<file path="config.mk">
export PLATFORM = sky130hd
export DESIGN_NAME = arbiter_round_robin_hold
export DESIGN_NICKNAME = d
export VERILOG_FILES = /design/src/rtl/arbiter_round_robin_hold_pkg.sv /design/src/rtl/arbiter_round_robin_hold_priority_lsb_select.sv /design/src/rtl/arbiter_round_robin_hold.sv
export SDC_FILE = /design/constraint.sdc
export NUM_CORES = 1
export LEC_CHECK = 0
export BUFFER_PORTS_ARGS = -buffer_cell sky130_fd_sc_hd__buf_2
export CAP_MARGIN = 20
export CORE_MARGIN = 2
export CORE_UTILIZATION = 53
export CTS_CLUSTER_DIAMETER = 100
export DETAILED_ROUTE_END_ITERATION = 10
export GPL_TIMING_DRIVEN = 1
export PLACE_DENSITY = 0.87
export SYNTH_ARGS = -nofsm -noshare
export SYNTH_HDL_FRONTEND = slang
export SYNTH_SLANG_ARGS = --single-unit
</file>
<file path="constraint.sdc">
create_clock -name clock -period 3 [get_ports clock]
set_input_delay 0.3 -clock clock [delete_from_list [all_inputs] [get_ports clock]]
set_output_delay 0.3 -clock clock [all_outputs]
set_load 0.02 [all_outputs]
</file>
<file path="src/rtl/arbiter_round_robin_hold_pkg.sv">
// Shared helpers for the round-robin hold arbiter: width math and
// one-hot to binary encoding.
package arbiter_round_robin_hold_pkg;

    localparam int unsigned MAX_VECTOR_WIDTH = 32;

    function automatic int unsigned clog2(input int unsigned value);
        int unsigned result;
        result = 32'd0;
        for (int unsigned i = 0; i < 32; i++) begin
            if ((64'd1 << i) < 64'(value)) begin
                result = i + 32'd1;
            end else begin
                result = result;
            end
        end
        return result;
    endfunction

    // Only the low 'width' bits of the vector take part in the encoding.
    function automatic logic [31:0] onehot_encode(
        input logic [MAX_VECTOR_WIDTH-1:0] onehot,
        input int unsigned                 width
    );
        logic [31:0] index;
        index = 32'd0;
        for (int unsigned i = 0; i < MAX_VECTOR_WIDTH; i++) begin
            if ((i < width) && onehot[i]) begin
                index = index | i;
            end else begin
                index = index;
            end
        end
        return index;
    endfunction

endpackage

</file>
<file path="src/rtl/arbiter_round_robin_hold_priority_lsb_select.sv">
// Combinational rotating priority pick: lowest set bit strictly above a
// one-hot pointer, else the lowest set bit overall, else zero.
module priority_lsb_select #(
    parameter int unsigned WIDTH = 8
) (
    input  logic [WIDTH-1:0] vector,
    input  logic [WIDTH-1:0] pointer,
    output logic [WIDTH-1:0] select
);

    localparam logic [WIDTH-1:0] ONE  = WIDTH'(32'd1);
    localparam logic [WIDTH-1:0] ZERO = WIDTH'(32'd0);

    logic [WIDTH-1:0] higher_s;
    logic [WIDTH-1:0] masked_s;

    // A pointer at the MSB yields an empty mask, forcing the wrap-around pick.
    always_comb begin
        higher_s = ~(pointer ^ (pointer - ONE));
        masked_s = vector & higher_s;
        if (masked_s != ZERO) begin
            select = masked_s & (~masked_s + ONE);
        end else if (vector != ZERO) begin
            select = vector & (~vector + ONE);
        end else begin
            select = ZERO;
        end
    end

endmodule

</file>
<file path="src/rtl/arbiter_round_robin_hold.sv">
// Registered round-robin arbiter with grant hold: the winner keeps the
// resource until it drops its request, then the grant rotates upward.
module arbiter_round_robin_hold
    import arbiter_round_robin_hold_pkg::*;
#(
    parameter int unsigned INPUT_COUNT = 8,
    parameter int unsigned INDEX_WIDTH = 3
) (
    input  logic                   clock,
    input  logic                   reset,
    input  logic [INPUT_COUNT-1:0] requests,
    output logic [INPUT_COUNT-1:0] grant,
    output logic [INDEX_WIDTH-1:0] grant_index,
    output logic                   grant_valid,
    output logic                   grant_changed
);

    localparam logic [INPUT_COUNT-1:0] ZERO     = INPUT_COUNT'(32'd0);
    localparam logic [INPUT_COUNT-1:0] MSB_ONLY = {1'b1, {(INPUT_COUNT-1){1'b0}}};

    if ((INPUT_COUNT < 32'd2) || (INDEX_WIDTH != clog2(INPUT_COUNT))) begin : g_param_check
        $error("arbiter_round_robin_hold: INPUT_COUNT must be >= 2 and INDEX_WIDTH = clog2(INPUT_COUNT)");
    end

    logic [INPUT_COUNT-1:0] grant_r;
    logic [INPUT_COUNT-1:0] last_grant_r;
    logic [INDEX_WIDTH-1:0] index_r;
    logic                   valid_r;
    logic                   changed_r;

    logic [INPUT_COUNT-1:0] rotate_s;
    logic [INPUT_COUNT-1:0] next_s;
    logic [INDEX_WIDTH-1:0] encoded_s;

    priority_lsb_select #(
        .WIDTH (INPUT_COUNT)
    ) u_select (
        .vector  (requests),
        .pointer (last_grant_r),
        .select  (rotate_s)
    );

    // Hold the current winner while it still requests, otherwise rotate.
    always_comb begin
        next_s = ZERO;
        if ((grant_r & requests) != ZERO) begin
            next_s = grant_r;
        end else begin
            next_s = rotate_s;
        end
        encoded_s = INDEX_WIDTH'(onehot_encode(MAX_VECTOR_WIDTH'(next_s), INPUT_COUNT));
    end

    // State and output registers; last_grant and index survive idle gaps.
    always_ff @(posedge clock) begin
        if (reset) begin
            grant_r      <= ZERO;
            last_grant_r <= MSB_ONLY;
            index_r      <= INDEX_WIDTH'(32'd0);
            valid_r      <= 1'b0;
            changed_r    <= 1'b0;
        end else begin
            grant_r   <= next_s;
            valid_r   <= (next_s != ZERO);
            changed_r <= (next_s != grant_r);
            if (next_s != ZERO) begin
                last_grant_r <= next_s;
                index_r      <= encoded_s;
            end else begin
                last_grant_r <= last_grant_r;
                index_r      <= index_r;
            end
        end
    end

    assign grant         = grant_r;
    assign grant_index   = index_r;
    assign grant_valid   = valid_r;
    assign grant_changed = changed_r;

endmodule

</file>
==> tab_implementation.tex <==
\begin{tabular}{lr}
\hline
Metric & Value \\
\hline
\multicolumn{2}{l}{\textbf{Clock network}} \\
\quad Number of gates resized after CTS & 0 \\
\quad Maximum clock insertion buffer count & 2 \\
\quad CTS tree & built \\
\quad Clk slew on worst S/H paths & 0.11 ns \\
\quad Post-CTS Repair Setup Buffers & 0 \\
\quad Clock buffer count from CTS & 3 \\
\quad Later-pin clock latency in the skew report & 0.30 ns \\
\quad Number of buffers inserted by hold repair at cts & 0 \\
\quad Htree depth & 1 \\
\quad Sink Count & 20 \\
\quad CTS root buf & sky130\_fd\_sc\_hd\_\_clkbuf\_4 \\
\multicolumn{2}{l}{\textbf{Critical path}} \\
\quad Crit Path Category & reg -> reg \\
\quad Required time of the critical path & 3.24 ns \\
\quad Critical Path End Type & flop \\
\quad Arrival time at the worst endpoint & 2.76 ns \\
\quad Launching instance or port of the critical path & last\_grant\_r[1] \\
\quad Worst Setup Start Kind & flop \\
\quad Critical path peak fanout & 7 \\
\quad R2R Path Start & last\_grant\_r[1] \\
\multicolumn{2}{l}{\textbf{Final layout}} \\
\quad Final standard cell utilization of the core & 64.7\% \\
\quad Number of antenna diodes & 0 \\
\quad Area overhead of the layout relative to synthesis & 14.9\% \\
\quad Net count, final & 167 \\
\quad Most used cells in the layout excluding fill and tap cells & 22 x sky130\_fd\_sc\_hd\_\_buf\_2, 20 x sky130\_fd\_sc\_hd\_\_dfxtp\_1, 18 x sky130\_fd\_sc\_hd\_\_nor2\_1, 9 x sky130\_fd\_sc\_hd\_\_nand2\_1 \\
\quad Most common cell after layout, fill and taps aside & sky130\_fd\_sc\_hd\_\_buf\_2 \\
\quad Fraction of layout instances using a drive strength above 1 & 24.5\% \\
\quad Count of placed standard cells in the final layout, fillers left out & 182 \\
\multicolumn{2}{l}{\textbf{Logic synthesis}} \\
\quad Avg Synthesized Cell Area & 8.39 µm² \\
\quad Cells taking the most area after synthesis & sky130\_fd\_sc\_hd\_\_dfxtp\_1 36\%, sky130\_fd\_sc\_hd\_\_nor2\_1 6.1\%, sky130\_fd\_sc\_hd\_\_a21o\_1 4.0\% \\
\quad Yosys warning total & 0 \\
\quad Top-area cell type share of the netlist area & 35.9\% \\
\quad Netlist cell types & 45 \\
\quad Net Count, Synth & 144 \\
\quad Combined area of all synthesized cells & 1120 µm² \\
\quad Syn Inst Count & 133 \\
\quad Primary FF master, synth & sky130\_fd\_sc\_hd\_\_dfxtp\_1 \\
\quad Synthesis-stage register bit count & 20 \\
\quad Top cell type by total area after synthesis & sky130\_fd\_sc\_hd\_\_dfxtp\_1 \\
\quad Sequential-to-total area share from yosys stat & 35.9\% \\
\quad Share of flip-flops with an asynchronous set or reset after synthesis & 0\% \\
\quad Count of flip-flops with a built-in enable after synthesis & 0 \\
\multicolumn{2}{l}{\textbf{Pwr}} \\
\quad Leakage power & 0.587 nW \\
\quad Power density relative to cell area & 1400 nW/µm² \\
\quad Switching part of the total power & 49.0\% \\
\quad Register share of total power & 24.4\% \\
\quad Part of the total power dissipated in the clock network & 8.6\% \\
\quad Internal & 0.916 mW \\
\quad Switching power summed over all nets & 0.882 mW \\
\quad Logic pwr share & 67.0\% \\
\quad Largest voltage drop on the vdd net & 740 µV \\
\multicolumn{2}{l}{\textbf{Routing}} \\
\quad 1st-iter DRT viols & 38 \\
\quad Wire length reported by the detailed router & 3.05 mm \\
\quad Length of the first detailed-routing pass in iterations & 4 \\
\quad Antenna violation net count after detailed routing & 0 \\
\quad Final routed wire length divided by cell count & 16.8 µm \\
\quad Count of unresolved DRC violations after routing & 0 \\
\quad DR vias & 1149 \\
\quad Detail-routed via count per cell & 6.31 \\
\multicolumn{2}{l}{\textbf{Floorplanning}} \\
\quad Total core area & 1980 µm² \\
\quad Initial core utilization & 56.3\% \\
\quad Die Outline Area & 2490 µm² \\
\quad Die span in y & 49.9 µm \\
\quad Ports placed on the boundary & 23 \\
\quad Standard-cell rows & 16 \\
\quad Overall die width & 49.9 µm \\
\multicolumn{2}{l}{\textbf{Timing}} \\
\quad Clock tree skew after final layout & 0.00309 ns \\
\quad Headroom to the max-slew limit & 40.6\% \\
\quad Unrepaired setup endpoints after global routing & false \\
\quad Setup TNS & 0 ns \\
\quad Setup violations, final & 0 \\
\quad Share of the clock period used by the worst path after layout & 84.2\% \\
\quad Peak clock frequency supported by timing & 0.396 GHz \\
\quad Count of final max-slew check failures & 0 \\
\quad Min Clock Period, post-route & 2.53 ns \\
\quad Slew at the pin with the worst max-slew slack & 0.883 ns \\
\quad Final-report hold violation count & 0 \\
\multicolumn{2}{l}{\textbf{Min path}} \\
\quad Worst Min Path Start & reset \\
\quad Class of the tightest hold or removal check & in -> reg \\
\multicolumn{2}{l}{\textbf{Global routing}} \\
\quad Via count of the first global-routing pass & 1049 \\
\quad Combined global-route utilization of all metal layers & 26.2\% \\
\quad Global-route wire length before repair & 4.91 mm \\
\quad Number of antenna violations at the first check in global routing & 0 \\
\quad Pin count of the biggest net entering global routing & 17 \\
\quad GRT Residual Overflow & 0 \\
\multicolumn{2}{l}{\textbf{Placed design}} \\
\quad DP Cell Count & 178 \\
\quad Port buffer count & 22 \\
\quad Post-detail-place hpwl & 2.44 mm \\
\quad Placer Congestion & 0.995 \\
\multicolumn{2}{l}{\textbf{Flow run}} \\
\quad Count of maximum capacitance violations & 0 \\
\multicolumn{2}{l}{\textbf{Status}} \\
\quad Result of the run & finished clean \\
\hline
\end{tabular}
==> path summary, 6_finish.rpt <==
kind / endpoint / slack [ns] / cells after the start
hold / removal: grant[7] / 0.35 / 2
setup / recovery: grant_index[0] / 0.47 / 9
hold reg to reg: last_grant_r[4] / 0.47 / 2
setup reg to reg: grant_index[0] / 0.47 / 9
==> per-stage QoR <==
stage               area (µm²)  setup slack [ns]  hold WS, ns  power, mW
finish                    1280             0.473        0.349       1.80
global route              1280             0.296        0.359       1.92
CTS                       1280             0.495        0.343       1.79
detailed placement        1250             0.512        0.459       1.63
global placement          1250             0.483        0.451       1.62
floorplan                 1120             0.832        0.431       1.35
==> final cells by class <==
class | count | area (µm²)
clock buffer | 4 | 36.3
fill | 166 | 699
inverter | 6 | 22.5
multi-input combinational | 102 | 672
sequential | 20 | 400
tap | 27 | 33.8
timing repair buffer | 23 | 118
==> routing by layer <==
layer	part of all wire, %	vias to the layer above	global-route usage [%]
li1	-	543	-
met1	40	526	32.3
met2	47	71	41.8
met3	10	9	7.58
met4	2.9	0	12.0
met5	0	-	0
==> synth_stat cells, types with 2 or more instances <==
| cell type | number |
|---|---|
| sky130_fd_sc_hd__dfxtp_1 | 20 |
| sky130_fd_sc_hd__clkbuf_1 | 3 |
| sky130_fd_sc_hd__a21o_1 | 6 |
| sky130_fd_sc_hd__nor4_1 | 6 |
| sky130_fd_sc_hd__nand3_1 | 2 |
| sky130_fd_sc_hd__o21ai_0 | 3 |
| sky130_fd_sc_hd__buf_2 | 2 |
| sky130_fd_sc_hd__nor2_1 | 18 |
| sky130_fd_sc_hd__nor2b_1 | 3 |
| sky130_fd_sc_hd__a22oi_1 | 5 |
| sky130_fd_sc_hd__nand4_1 | 3 |
| sky130_fd_sc_hd__o21a_1 | 3 |
| sky130_fd_sc_hd__o21ai_1 | 2 |
| sky130_fd_sc_hd__inv_1 | 6 |
| sky130_fd_sc_hd__nor3_1 | 6 |
| sky130_fd_sc_hd__a21oi_1 | 6 |
| sky130_fd_sc_hd__o31a_1 | 2 |
| sky130_fd_sc_hd__or3_1 | 2 |
| sky130_fd_sc_hd__nand2_1 | 9 |
==> sequential cells by signal, summed over array words and instances, names as in the netlist <==
signal	cells
grant	8
grant_changed	1
grant_index	3
grant_valid	1
last_grant_r	7
==> critical path, stage by stage, from the launching register on <==
cell                      delay (ns)
sky130_fd_sc_hd__dfxtp_1        0.42
sky130_fd_sc_hd__inv_1          0.06
sky130_fd_sc_hd__ha_1           0.28
sky130_fd_sc_hd__xor2_1         0.18
sky130_fd_sc_hd__a21o_1         0.25
sky130_fd_sc_hd__nor4_4         0.43
sky130_fd_sc_hd__nand2_1        0.15
sky130_fd_sc_hd__o31ai_2        0.25
sky130_fd_sc_hd__mux2i_1        0.22
sky130_fd_sc_hd__a41oi_2        0.21
==> cell families after synthesis <==
family / Yosys count / synth area share, %
compound gates: 43 / 31.1
mux: 1 / 0.897
xor+xnor: 1 / 0.785
flops: 20 / 35.9
fa+ha+maj: 1 / 1.12
buf+inv: 11 / 3.92
simple gates: 56 / 26.3
==> power by group through the flow <==
| stage | combinational (mW) | clock (mW) | sequential, mW |
|---|---|---|---|
| after global placement | 1.19 | 0 | 0.435 |
| after detailed placement | 1.19 | 0 | 0.439 |
| after CTS | 1.20 | 0.156 | 0.433 |
| after floorplan | 0.855 | 0 | 0.492 |
| after global routing | 1.31 | 0.165 | 0.447 |
| final | 1.21 | 0.155 | 0.438 |
(Power assumes the default switching activity.)
